==> config.mk <==
export PLATFORM = sky130hd
export DESIGN_NAME = mem_arbiter
export DESIGN_NICKNAME = d
export VERILOG_FILES = /design/src/rtl/mem_arbiter.sv
export SDC_FILE = /design/constraint.sdc
export NUM_CORES = 1
export LEC_CHECK = 0
export CORE_MARGIN = 1.5
export CORE_UTILIZATION = 38
export CTS_CLUSTER_DIAMETER = 50
export DETAILED_ROUTE_END_ITERATION = 10
export PLACE_DENSITY = 0.94
export SYNTH_ARGS = -nofsm -noshare
export SYNTH_HDL_FRONTEND = slang
export SYNTH_SLANG_ARGS = --single-unit
==> constraint.sdc <==
create_clock -name clk_i -period 2.8 [get_ports clk_i]
set_input_delay 0.56 -clock clk_i [delete_from_list [all_inputs] [get_ports clk_i]]
set_output_delay 0.56 -clock clk_i [all_outputs]
set_load 0.03 [all_outputs]
==> src/rtl/mem_arbiter.sv <==
// mem_arbiter: shares one single-port memory between two requesters.
//   Port 0 (processor) has fixed priority. A starvation guard forces a port-1 grant once
//   STARVE_MAX consecutive port-0 grants have been made while port 1 was waiting.
//   Each access is a req/ack handshake. The memory-side address, data and write enable
//   are registered and held stable for the whole transaction.
// Ports:
//   clk_i, rst_i               clock (rising edge), asynchronous active-high reset
//   reqN_i, wrenN_i            port N request and write(1)/read(0) select
//   addrN_i, wdataN_i          port N address and write data, stable while reqN_i is high
//   ackN_o                     one-cycle completion pulse to port N
//   rdata_o                    read data (m_q_i), valid in the ack cycle of a read
//   owner_o                    port being served, valid while busy_o is high
//   busy_o                     high in ACCESS and WAIT
//   m_q_i                      memory read data
//   m_addr_o, m_data_o         registered memory address and write data
//   m_wren_o                   registered memory write enable
module mem_arbiter #(
  parameter int unsigned AW         = 12,
  parameter int unsigned DW         = 16,
  parameter int unsigned RD_LAT     = 1,
  parameter int unsigned STARVE_MAX = 4
) (
  input  logic          clk_i,
  input  logic          rst_i,
  input  logic          req0_i,
  input  logic          wren0_i,
  input  logic [AW-1:0] addr0_i,
  input  logic [DW-1:0] wdata0_i,
  output logic          ack0_o,
  input  logic          req1_i,
  input  logic          wren1_i,
  input  logic [AW-1:0] addr1_i,
  input  logic [DW-1:0] wdata1_i,
  output logic          ack1_o,
  output logic [DW-1:0] rdata_o,
  output logic          owner_o,
  output logic          busy_o,
  input  logic [DW-1:0] m_q_i,
  output logic [AW-1:0] m_addr_o,
  output logic [DW-1:0] m_data_o,
  output logic          m_wren_o
);

  typedef enum logic [1:0] {StIdle, StAccess, StWait, StDone} state_e;

  localparam int unsigned LatW    = $clog2(RD_LAT + 1);
  localparam int unsigned StarveW = $clog2(STARVE_MAX + 1);
  localparam logic [LatW-1:0]    LatLast   = LatW'(RD_LAT - 1);
  localparam logic [StarveW-1:0] StarveMax = StarveW'(STARVE_MAX);

  state_e              state_q, state_d;
  logic [AW-1:0]       m_addr_q, m_addr_d;
  logic [DW-1:0]       m_data_q, m_data_d;
  logic                m_wren_q, m_wren_d;
  // Transaction type survives m_wren being dropped after the write cycle.
  logic                wr_q, wr_d;
  logic                owner_q, owner_d;
  logic [StarveW-1:0]  starve_q, starve_d;
  logic [LatW-1:0]     lat_q, lat_d;

  logic pick1;
  logic ack_any;

  // State register
  always_ff @(posedge clk_i or posedge rst_i) begin
    if (rst_i) begin
      state_q  <= StIdle;
      m_addr_q <= '0;
      m_data_q <= '0;
      m_wren_q <= 1'b0;
      wr_q     <= 1'b0;
      owner_q  <= 1'b0;
      starve_q <= '0;
      lat_q    <= '0;
    end else begin
      state_q  <= state_d;
      m_addr_q <= m_addr_d;
      m_data_q <= m_data_d;
      m_wren_q <= m_wren_d;
      wr_q     <= wr_d;
      owner_q  <= owner_d;
      starve_q <= starve_d;
      lat_q    <= lat_d;
    end
  end

  // Port 1 wins when it is alone, or when port 0 has used up its starvation allowance.
  assign pick1 = req1_i & (~req0_i | (starve_q == StarveMax));

  // Next-state logic
  always_comb begin
    state_d  = state_q;
    m_addr_d = m_addr_q;
    m_data_d = m_data_q;
    m_wren_d = m_wren_q;
    wr_d     = wr_q;
    owner_d  = owner_q;
    starve_d = starve_q;
    lat_d    = lat_q;
    unique case (state_q)
      StIdle: begin
        m_wren_d = 1'b0;
        if (!req1_i) starve_d = '0;
        if (req0_i | req1_i) begin
          state_d  = StAccess;
          owner_d  = pick1;
          m_addr_d = pick1 ? addr1_i  : addr0_i;
          m_data_d = pick1 ? wdata1_i : wdata0_i;
          m_wren_d = pick1 ? wren1_i  : wren0_i;
          wr_d     = pick1 ? wren1_i  : wren0_i;
          if (pick1) begin
            starve_d = '0;
          end else if (req1_i && (starve_q != StarveMax)) begin
            starve_d = starve_q + StarveW'(1);
          end
        end
      end
      StAccess: begin
        m_wren_d = 1'b0;
        if (wr_q || (RD_LAT == 1)) begin
          state_d = StDone;
        end else begin
          state_d = StWait;
          lat_d   = LatW'(1);
        end
      end
      StWait: begin
        if (lat_q == LatLast) begin
          state_d = StDone;
        end else begin
          lat_d = lat_q + LatW'(1);
        end
      end
      StDone: begin
        state_d = StIdle;
      end
      default: begin
        state_d = StIdle;
      end
    endcase
  end

  // Outputs: writes ack in ACCESS (the write edge), reads ack in DONE (data valid).
  always_comb begin
    ack_any  = ((state_q == StAccess) & wr_q) | ((state_q == StDone) & ~wr_q);
    ack0_o   = ack_any & ~owner_q;
    ack1_o   = ack_any & owner_q;
    busy_o   = (state_q == StAccess) | (state_q == StWait);
    owner_o  = owner_q;
    rdata_o  = m_q_i;
    m_addr_o = m_addr_q;
    m_data_o = m_data_q;
    m_wren_o = m_wren_q;
  end

endmodule

==> results of run 1 <==
==> registers in the layout (all words and copies together) (netlist names) <==
name      count
owner_o       1
state_q       2
m_wren_o      1
starve_q      3
m_addr_o     12
wr_q          1
m_data_o     16
==> worst paths after layout <==
path / slack (ns) / from / endpoint
worst max-delay path: 0.34 / state_q[1]$_DFFE_PP0P_ / ack1_o
worst min-delay path: 0.48 / m_addr_o[10]$_DFFE_PP0P_ / m_addr_o[10]$_DFFE_PP0P_
worst max register to register: 0.98 / state_q[0]$_DFFE_PP0P_ / m_addr_o[5]$_DFFE_PP0P_
worst min register to register: 0.48 / m_addr_o[10]$_DFFE_PP0P_ / m_addr_o[10]$_DFFE_PP0P_
max in group asynchronous: 1.78 / rst_i / m_addr_o[3]$_DFFE_PP0P_
min in group asynchronous: 0.68 / rst_i / m_data_o[2]$_DFFE_PP0P_
==> cells by family (layout without fill, tap and decap cells) <==
logic type               Yosys count  after routing  synth area share (%)
adder cells (fa/ha/maj)            5              5                  3.40
multiplexers                       7              7                  3.88
flip-flops                        36             36                  49.0
AO/OA/AOI/OAI                     63             63                  27.2
AND/OR/NAND/NOR                   17             17                  5.11
buffers and inverters             32            111                  11.4
==> synthesized netlist by cell type, types with 3 or more instances <==
| cell type | n |
|---|---|
| dfrtp_1 | 36 |
| a21o_1 | 26 |
| a22o_1 | 25 |
| buf_4 | 16 |
| buf_2 | 6 |
| inv_1 | 6 |
| mux2i_1 | 6 |
| nand2_1 | 6 |
| o21ai_0 | 6 |
| ha_1 | 5 |
| buf_6 | 3 |
| nand3_1 | 3 |
==> power groups by stage <==
stage | clock (mW) | combinational [mW] | sequential, mW
5_1_grt | 0.381 | 1.86 | 0.942
3_3_place_gp | 0 | 1.71 | 0.908
4_1_cts | 0.354 | 1.76 | 0.912
3_5_place_dp | 0 | 1.75 | 0.918
6_report | 0.345 | 1.74 | 0.912
2_1_floorplan | 0 | 0.720 | 1.30
==> layer usage <==
layer	part of all wire, %	vias up	track usage [%]
met1	41	745	23.1
met3	6.4	14	5.83
li1	-	716	-
met5	0	-	0
met2	51	58	31.9
met4	1.8	0	5.03
==> tightest hold or removal path: stages (launching register included) <==
cell	delay [ns]
dfrtp_1	0.34
nand2_1	0.04
o21ai_0	0.06
==> final cells by class <==
class / instances / area [sq um]
Inverter: 7 / 26.3
Clock inverter: 1 / 5.00
Timing Repair Buffer: 97 / 963
Multi-Input combinational cell: 92 / 731
Tap cell: 54 / 67.6
Sequential cell: 36 / 901
Fill cell: 415 / 1930
Clock buffer: 6 / 72.6
==> flow_metrics.env, run 1 <==
export IMPL_status="complete, no violations"
export IMPL_diodes=0
export IMPL_cts_made_buffers=5
export IMPL_synth_cell_types=25
export IMPL_core_sq_mm=0.00469
export IMPL_worst_setup_path_end_kind="primary output"
export IMPL_synth_top_area_share_pct=49.0
export IMPL_syn_instance_count=160
export IMPL_hold_path_class="reg2reg"
export IMPL_startpoint_type="flop"
export IMPL_ant_nets=0
export IMPL_drt_first_iter_violations=86
export IMPL_hold_buffers=0
export IMPL_postCtsSetupBuffers=0
export IMPL_drive_gt1_share_pct=5.86
export IMPL_dpl_cell_count=286
export IMPL_vias=1533
export IMPL_syn_num_nets=243
export IMPL_rr_worst_depth=7
export IMPL_relSlewSlack_pct=68.6
export IMPL_skew_ns=0.00694
export IMPL_ys_seq_area_share_pct=49.0
export IMPL_path_clk_slew_ns=0.07
export IMPL_setup_viol=0
export IMPL_dieArea_sq_mm=0.00526
export IMPL_ys_async_sr_fraction_pct=100
export IMPL_power_frac_clock_pct=11.5
export IMPL_synth_edf_count=0
export IMPL_worst_pin_slew_ns=0.471
export IMPL_post_dp_cell_area_sq_mm=0.00269
export IMPL_path_buf_inv=2
export IMPL_switching_share_pct=41.4
export IMPL_maxSlewViolCount=0
export IMPL_finalCritPeriodShare_pct=87.7
export IMPL_finalHoldWorstSlack_ns=0.479
export IMPL_grt_pass1_wl_microns=7470
export IMPL_synth_area_leaders="dfrtp_1 49%, a22o_1 12%, a21o_1 11%"
export IMPL_crit_chain="inv_1 > ha_1 > mux2i_1 > nor2b_1 > clkdlybuf4s50_1"
export IMPL_grt_pass1_vias=1504
export IMPL_vias_per_cell=5.23
export IMPL_clk_latency_ns=0.29
export IMPL_hpwl_microns=3470
export IMPL_cp_slowest_cell="clkdlybuf4s50_1"
export IMPL_fin_util_pct=59.0
export IMPL_power_leakage_nw=1.38
export IMPL_hold_depth=2
export IMPL_drt_wirelength_per_cell_microns=16.6
export IMPL_syn_avg_cell_area_sq_um=11.5
export IMPL_area_growth_pct=50.5
export IMPL_vdd_ir_drop_worst_mv=0.624
export IMPL_worst_ep_arrival_time_ns=1.90
export IMPL_worstSetupPathType="reg2out"
export IMPL_final_area_sq_mm=0.00277
export IMPL_worstPathMaxFanout=3
export IMPL_cts_tree="built"
export IMPL_post_place_ws_ns=0.597
export IMPL_mostFrequentLayoutCells="94 x clkdlybuf4s50_1, 36 x dfrtp_1, 26 x a21o_1, 25 x a22o_1"
export IMPL_tns_ns=0
export IMPL_fin_ws_ns=0.344
export IMPL_power_density_mw_per_mm2=1080
export IMPL_antenna_found_initial=0
export IMPL_path_delay_family="buffers and inverters"
export IMPL_rows=25
export IMPL_rsz0062_at_grt="no"
export IMPL_critPathMaxStageDelay_ns=0.68
export IMPL_grt_overflow_total=0
export IMPL_finalPower_mw=3.00
export IMPL_final_common_cell="clkdlybuf4s50_1"
export IMPL_start_util_pct=39.2
export IMPL_p_int_mw=1.76
export IMPL_die_h_microns=72.5
export IMPL_clock_sinks=36
export IMPL_ys_warn_count=0
export IMPL_cts_resized=0
export IMPL_wirelength_microns=4870
export IMPL_grtUsageTotal_pct=18.8
export IMPL_required_ns=2.24
export IMPL_max_freq_mhz=407
export IMPL_num_io_pins=127
export IMPL_combPwrFrac_pct=58.1
export IMPL_ys_ff_latch=36
export IMPL_max_cap_violations=0
export IMPL_drtPass1Iterations=4
export IMPL_die_w_microns=72.5
export IMPL_synth_flop_cell="dfrtp_1"
export IMPL_grt_max_degree=37
export IMPL_synth_area_leader_cell="dfrtp_1"
export IMPL_drcViolationCount=0
export IMPL_switching_power_mw=1.24
export IMPL_syn_area_sq_mm=0.00184
export IMPL_instances_no_fill=293
export IMPL_seq_power_share_pct=30.4
export IMPL_portBuffers=94
export IMPL_finalCriticalPeriod_ns=2.46
export IMPL_cp_depth=5
export IMPL_hold_violations=0
export IMPL_gp_congestion=0.795
export IMPL_cts_root_buf="clkbuf_8"
export IMPL_final_nets=322
export IMPL_h_tree_depth=2
export IMPL_cts_max_path_buffers=2
(Power assumes the default switching activity.)
==> run 2: changes to the inputs <==
--- a/config.mk
+++ b/config.mk
@@ -6,10 +6,12 @@
 export NUM_CORES = 1
 export LEC_CHECK = 0
 export CORE_MARGIN = 1.5
-export CORE_UTILIZATION = 38
+export CORE_UTILIZATION = 48
+export CTS_BUF_LIST = sky130_fd_sc_hd__clkbuf_4
 export CTS_CLUSTER_DIAMETER = 50
 export DETAILED_ROUTE_END_ITERATION = 10
-export PLACE_DENSITY = 0.94
+export DONT_BUFFER_PORTS = 1
+export PLACE_DENSITY = 0.71
 export SYNTH_ARGS = -nofsm -noshare
 export SYNTH_HDL_FRONTEND = slang
 export SYNTH_SLANG_ARGS = --single-unit
==> run 2 against run 1 <==
- clock power decreased by 24%
- cell count decreased by 34%
- routed wire length decreased by 21%
- clock skew decreased by 0.0043 ns
- die area decreased by 20%
- largest cell class is now registers
- clock-buffer cell count decreased by 1
==> flow_metrics.env, run 2 (synthesis gave the netlist of run 1 again) <==
export IMPL_hold_buffers=0
export IMPL_postCtsSetupBuffers=0
export IMPL_skew_ns=0.00268
export IMPL_rsz0062_at_grt="no"
export IMPL_clk_latency_ns=0.34
export IMPL_finalCriticalPeriod_ns=2.17
export IMPL_max_freq_mhz=460
export IMPL_final_common_cell="dfrtp_1"
export IMPL_gp_congestion=0.627
export IMPL_vias=1214
export IMPL_reg2reg_to="m_data_o[13]$_DFFE_PP0P_"
export IMPL_start_util_pct=50.2
export IMPL_hold_violations=0
export IMPL_hpwl_microns=2830
export IMPL_fin_ws_ns=0.625
export IMPL_max_cap_violations=0
export IMPL_hold_path_class="in2async"
export IMPL_worst_setup_path_end_kind="primary output"
export IMPL_portBuffers=0
export IMPL_power_density_mw_per_mm2=1330
export IMPL_antenna_found_initial=0
export IMPL_dieArea_sq_mm=0.00421
export IMPL_cts_root_buf="clkbuf_4"
export IMPL_tns_ns=0
export IMPL_grt_pass1_wl_microns=5690
export IMPL_grt_pass1_vias=1213
export IMPL_power_leakage_nw=1.00
export IMPL_final_area_sq_mm=0.00178
export IMPL_wirelength_microns=3860
export IMPL_mostFrequentLayoutCells="36 x dfrtp_1, 26 x a21o_1, 25 x a22o_1"
export IMPL_vdd_ir_drop_worst_mv=0.584
export IMPL_worstSetupPathType="reg2out"
export IMPL_dpl_cell_count=185
export IMPL_cts_tree="built"
export IMPL_seq_power_share_pct=56.5
export IMPL_p_int_mw=1.22
export IMPL_rr_worst_depth=6
export IMPL_final_nets=227
export IMPL_worst_ep_arrival_time_ns=1.61
export IMPL_maxSlewViolCount=0
export IMPL_rows=22
export IMPL_worst_pin_slew_ns=0.729
export IMPL_drcViolationCount=0
export IMPL_grtUsageTotal_pct=18.1
export IMPL_regToRegSetupSlack_ns=0.78
export IMPL_post_dp_cell_area_sq_mm=0.00173
export IMPL_finalHoldWorstSlack_ns=0.182
export IMPL_finalPower_mw=2.38
export IMPL_switching_share_pct=48.7
export IMPL_num_io_pins=127
export IMPL_ant_nets=0
export IMPL_worstPathMaxFanout=3
export IMPL_cts_max_path_buffers=2
export IMPL_path_clk_slew_ns=0.10
export IMPL_instances_no_fill=193
export IMPL_grt_overflow_total=0
export IMPL_fin_util_pct=48.7
export IMPL_required_ns=2.24
export IMPL_power_frac_clock_pct=11.0
export IMPL_core_sq_mm=0.00366
export IMPL_cts_resized=0
export IMPL_combPwrFrac_pct=32.5
export IMPL_startpoint_type="flop"
export IMPL_largest_reg_flops=16
export IMPL_finalCritPeriodShare_pct=77.7
export IMPL_area_growth_pct=-2.93
export IMPL_relSlewSlack_pct=51.4
export IMPL_worstReg2RegStart="state_q[0]$_DFFE_PP0P_"
export IMPL_drtPass1Iterations=4
export IMPL_status="complete, no violations"
export IMPL_grt_max_degree=27
export IMPL_die_h_microns=64.9
export IMPL_drt_first_iter_violations=33
export IMPL_drive_gt1_share_pct=9.66
export IMPL_diodes=0
export IMPL_clock_sinks=36
export IMPL_post_place_ws_ns=0.804
export IMPL_setup_viol=0
export IMPL_cts_made_buffers=5
export IMPL_vias_per_cell=6.29
export IMPL_switching_power_mw=1.16
export IMPL_die_w_microns=64.9
export IMPL_h_tree_depth=2
export IMPL_drt_wirelength_per_cell_microns=20.0
run 2: cell types whose count changed in the layout (fill, tap and decap cells not counted):
cell             previous run  this run
buf_4                       3         2
clkbuf_1                    1         0
clkbuf_4                    0         5
clkbuf_8                    5         0
clkdlybuf4s50_1            94         0
clkinv_1                    0         1
clkinv_2                    1         2
run 2: worst max path at each step:
stage | start | endpoint | slack [ns]
floorplan | state_q[1]$_DFFE_PP0P_ | ack1_o | 1.10
global placement | state_q[0]$_DFFE_PP0P_ | m_data_o[13]$_DFFE_PP0P_ | 0.95
detailed placement | state_q[0]$_DFFE_PP0P_ | m_data_o[13]$_DFFE_PP0P_ | 0.80
CTS | state_q[1]$_DFFE_PP0P_ | ack1_o | 0.60
global route | state_q[1]$_DFFE_PP0P_ | ack1_o | 0.55
finish | state_q[1]$_DFFE_PP0P_ | ack1_o | 0.63
run 2: final cells by class:
| type | count | area [sq um] |
|---|---|---|
| fill | 349 | 1880 |
| clock inverter | 3 | 13.8 |
| clock buffer | 5 | 37.5 |
| inverter | 7 | 26.3 |
| tap | 48 | 60.1 |
| multi-input combinational | 92 | 731 |
| timing repair buffer | 2 | 15.0 |
| sequential | 36 | 901 |
run 2: layer usage:
metal / vias to the layer above / share of wire [%] / routed length (microns) / global-route usage, %
met5: - / 0 / 0 / 0
met3: 13 / 9.0 / 348 / 6.25
met2: 73 / 52 / 2030 / 32.2
met4: 0 / 2.0 / 77 / 8.24
met1: 597 / 36 / 1410 / 19.0
li1: 531 / - / - / -
run 2: critical path: stages, from the launching register on:
cell and delay [ns]:
dfrtp_1 0.40, inv_1 0.09, ha_1 0.21, mux2i_1 0.11, nor2b_1 0.47
run 2: power by group through the flow:
stage	Sequential, mW	Combinational (mW)	Clock (mW)
5_1_grt	1.37	0.863	0.294
6_report	1.34	0.773	0.261
4_1_cts	1.34	0.787	0.273
2_1_floorplan	1.30	0.720	0
3_3_place_gp	1.35	0.725	0
3_5_place_dp	1.35	0.784	0
==> run 3: changes to the inputs <==
--- a/config.mk
+++ b/config.mk
@@ -11,7 +11,7 @@
 export CTS_CLUSTER_DIAMETER = 50
 export DETAILED_ROUTE_END_ITERATION = 10
 export DONT_BUFFER_PORTS = 1
-export PLACE_DENSITY = 0.71
+export PLACE_DENSITY = 0.73
 export SYNTH_ARGS = -nofsm -noshare
 export SYNTH_HDL_FRONTEND = slang
 export SYNTH_SLANG_ARGS = --single-unit
==> constraint.sdc (replaced) <==
create_clock -name clk_i -period 1.74 [get_ports clk_i]
set_input_delay 0.348 -clock clk_i [delete_from_list [all_inputs] [get_ports clk_i]]
set_output_delay 0.348 -clock clk_i [all_outputs]
set_load 0.03 [all_outputs]
==> run 3 against run 2 <==
- the run now ends with negative setup slack left
- critical path depth unchanged
- sequential cell count did not move
- clock power increased by 50%
- sequential share of layout area down 5.2 points
- hold slack worse by 0.055 ns
- first-iteration DRC count increased by 58%
- cell area is 11% higher
- global-route usage rose by 3.5 points
- critical path type unchanged
==> flow_metrics.env, run 3 (synthesis gave the netlist of run 1 again) <==
export IMPL_vdd_ir_drop_worst_mv=0.934
export IMPL_relSlewSlack_pct=69.8
export IMPL_seq_power_share_pct=52.9
export IMPL_wirelength_microns=4490
export IMPL_cts_tree="built"
export IMPL_power_frac_clock_pct=9.5
export IMPL_min_to="m_data_o[13]$_DFFE_PP0P_"
export IMPL_grt_busiest_layer="met2"
export IMPL_setup_viol=1
export IMPL_vias=1299
export IMPL_drive_gt1_share_pct=21.6
export IMPL_worstPathMaxFanout=3
export IMPL_die_w_microns=64.9
export IMPL_gp_congestion=0.659
export IMPL_area_growth_pct=8.10
export IMPL_worstSetupPathType="reg2out"
export IMPL_regToRegSetupSlack_ns=0.07
export IMPL_worst_setup_path_end_kind="primary output"
export IMPL_fin_ws_ns=-0.00444
export IMPL_switching_share_pct=47.8
export IMPL_drcViolationCount=0
export IMPL_finalCriticalPeriod_ns=1.74
export IMPL_num_io_pins=127
export IMPL_switching_power_mw=1.97
export IMPL_cts_root_buf="clkbuf_4"
export IMPL_clock_sinks=36
export IMPL_hpwl_microns=2810
export IMPL_cts_max_path_buffers=2
export IMPL_grtUsageTotal_pct=21.6
export IMPL_diodes=0
export IMPL_vias_per_cell=6.19
export IMPL_rr_worst_depth=7
export IMPL_max_freq_mhz=573
export IMPL_grt_max_degree=37
export IMPL_path_delay_family="flip-flops"
export IMPL_hold_path_class="in2reg"
export IMPL_mostFrequentLayoutCells="36 x dfrtp_1, 26 x a21o_1, 25 x a22o_1, 15 x buf_4"
export IMPL_worst_ep_arrival_time_ns=1.40
export IMPL_met3_usage_pct=7.29
export IMPL_cts_made_buffers=5
export IMPL_rows=22
export IMPL_worst_pin_slew_ns=0.453
export IMPL_max_cap_violations=0
export IMPL_hold_depth=1
export IMPL_drtPass1Iterations=4
export IMPL_p_int_mw=2.15
export IMPL_grt_pass1_vias=1348
export IMPL_hold_violations=0
export IMPL_final_nets=245
export IMPL_seqCellArea_sq_um=901
export IMPL_gr_usage_met1_pct=25.4
export IMPL_dieArea_sq_mm=0.00421
export IMPL_start_util_pct=50.2
export IMPL_final_common_cell="dfrtp_1"
export IMPL_fillers=326
export IMPL_cp_slowest_cell="dfrtp_1"
export IMPL_status="complete, but fails checks"
export IMPL_worstReg2RegStart="state_q[0]$_DFFE_PP0P_"
export IMPL_clk_latency_ns=0.33
export IMPL_grt_pass1_wl_microns=6760
export IMPL_largest_reg_flops=16
export IMPL_critPathMaxStageDelay_ns=0.44
export IMPL_drt_first_iter_violations=52
export IMPL_finalHoldWorstSlack_ns=0.127
export IMPL_finalCritPeriodShare_pct=100
export IMPL_finalPower_mw=4.12
export IMPL_hp_start="wdata1_i[13]"
export IMPL_met2_usage_pct=36.5
export IMPL_maxSlewViolCount=0
export IMPL_crit_chain="ha_2 > mux2i_2 > nor2_1 > buf_4"
export IMPL_antenna_found_initial=0
export IMPL_ant_nets=0
export IMPL_portBuffers=0
export IMPL_path_buf_inv=1
export IMPL_violations="negative setup slack"
export IMPL_core_sq_mm=0.00366
export IMPL_die_h_microns=64.9
export IMPL_reg2reg_to="m_data_o[9]$_DFFE_PP0P_"
export IMPL_drt_wirelength_per_cell_microns=21.4
export IMPL_multi_input_area_sq_um=812
export IMPL_skew_ns=0.00429
export IMPL_power_density_mw_per_mm2=2080
export IMPL_required_ns=1.39
export IMPL_combPwrFrac_pct=37.6
export IMPL_grt_overflow_total=0
export IMPL_rsz0062_at_grt="yes"
export IMPL_path_clk_slew_ns=0.10
export IMPL_h_tree_depth=2
export IMPL_power_leakage_nw=1.09
export IMPL_startpoint_type="flop"
[run 3: cell types whose count changed in the layout (fill, tap and decap cells not counted), sizes merged]
| cell | previous run | this run |
|---|---|---|
| buf | 2 | 16 |
| nor2 | 3 | 5 |
| a31oi | 1 | 2 |
| clkinv | 3 | 2 |
| dlygate4sd3 | 0 | 1 |
[run 3: worst max-delay path by stage]
stage / startpoint / to / depth (start not counted)
finish: state_q[0]$_DFFE_PP0P_ / ack0_o / 4
global route: state_q[0]$_DFFE_PP0P_ / ack0_o / 4
CTS: state_q[0]$_DFFE_PP0P_ / ack0_o / 4
detailed placement: state_q[0]$_DFFE_PP0P_ / m_data_o[5]$_DFFE_PP0P_ / 6
global placement: starve_q[0]$_DFFE_PP0P_ / m_addr_o[3]$_DFFE_PP0P_ / 6
floorplan: state_q[0]$_DFFE_PP0P_ / state_q[1]$_DFFE_PP0P_ / 6
[run 3: timing repair]
item | 4_1_cts | 5_1_grt
buffers inserted | 5 | 4
pin swaps | 4 | 0
hold endpoints to repair | 8 | 0
gates resized for setup | 7 | 3
endpoints found under the setup margin | 27 | 33
hold buffers | 1 | 0
cloned | 3 | 0
[run 3: routing by layer]
layer	wire length, microns	vias up
met5	0	-
met3	340	14
met4	79	0
met1	1700	647
li1	-	570
met2	2370	68
[run 3: final cells by class]
type,count,share of cell area (%)
inverter,7,1.32
timing repair buffer,17,7.18
tap,48,3.02
clock inverter,2,0.378
multi-input combinational,95,40.9
sequential,36,45.3
clock buffer,5,1.89
[run 3: metrics by stage]
step / std cells / area, sq um / TNS [ns] / utilization (%) / setup slack (ns)
finish: 210 / 1990 / -0.00444 / 54.3 / -0.00444
CTS: 206 / 1940 / -0.0230 / 52.9 / -0.0137
global placement: 190 / 1780 / 0 / 48.7 / 0.0463
global route: 210 / 1990 / -0.167 / 54.3 / -0.0878
floorplan: 160 / 1840 / 0 / - / 0.175
detailed placement: 190 / 1780 / -0.544 / 48.7 / -0.0427
[run 3: power groups by stage]
| stage | combinational, mW | sequential (mW) | clock [mW] |
|---|---|---|---|
| 2_1_floorplan | 1.16 | 2.10 | 0 |
| 3_3_place_gp | 1.25 | 2.17 | 0 |
| 3_5_place_dp | 1.35 | 2.18 | 0 |
| 4_1_cts | 1.49 | 2.18 | 0.411 |
| 5_1_grt | 1.70 | 2.22 | 0.458 |
| 6_report | 1.55 | 2.18 | 0.391 |
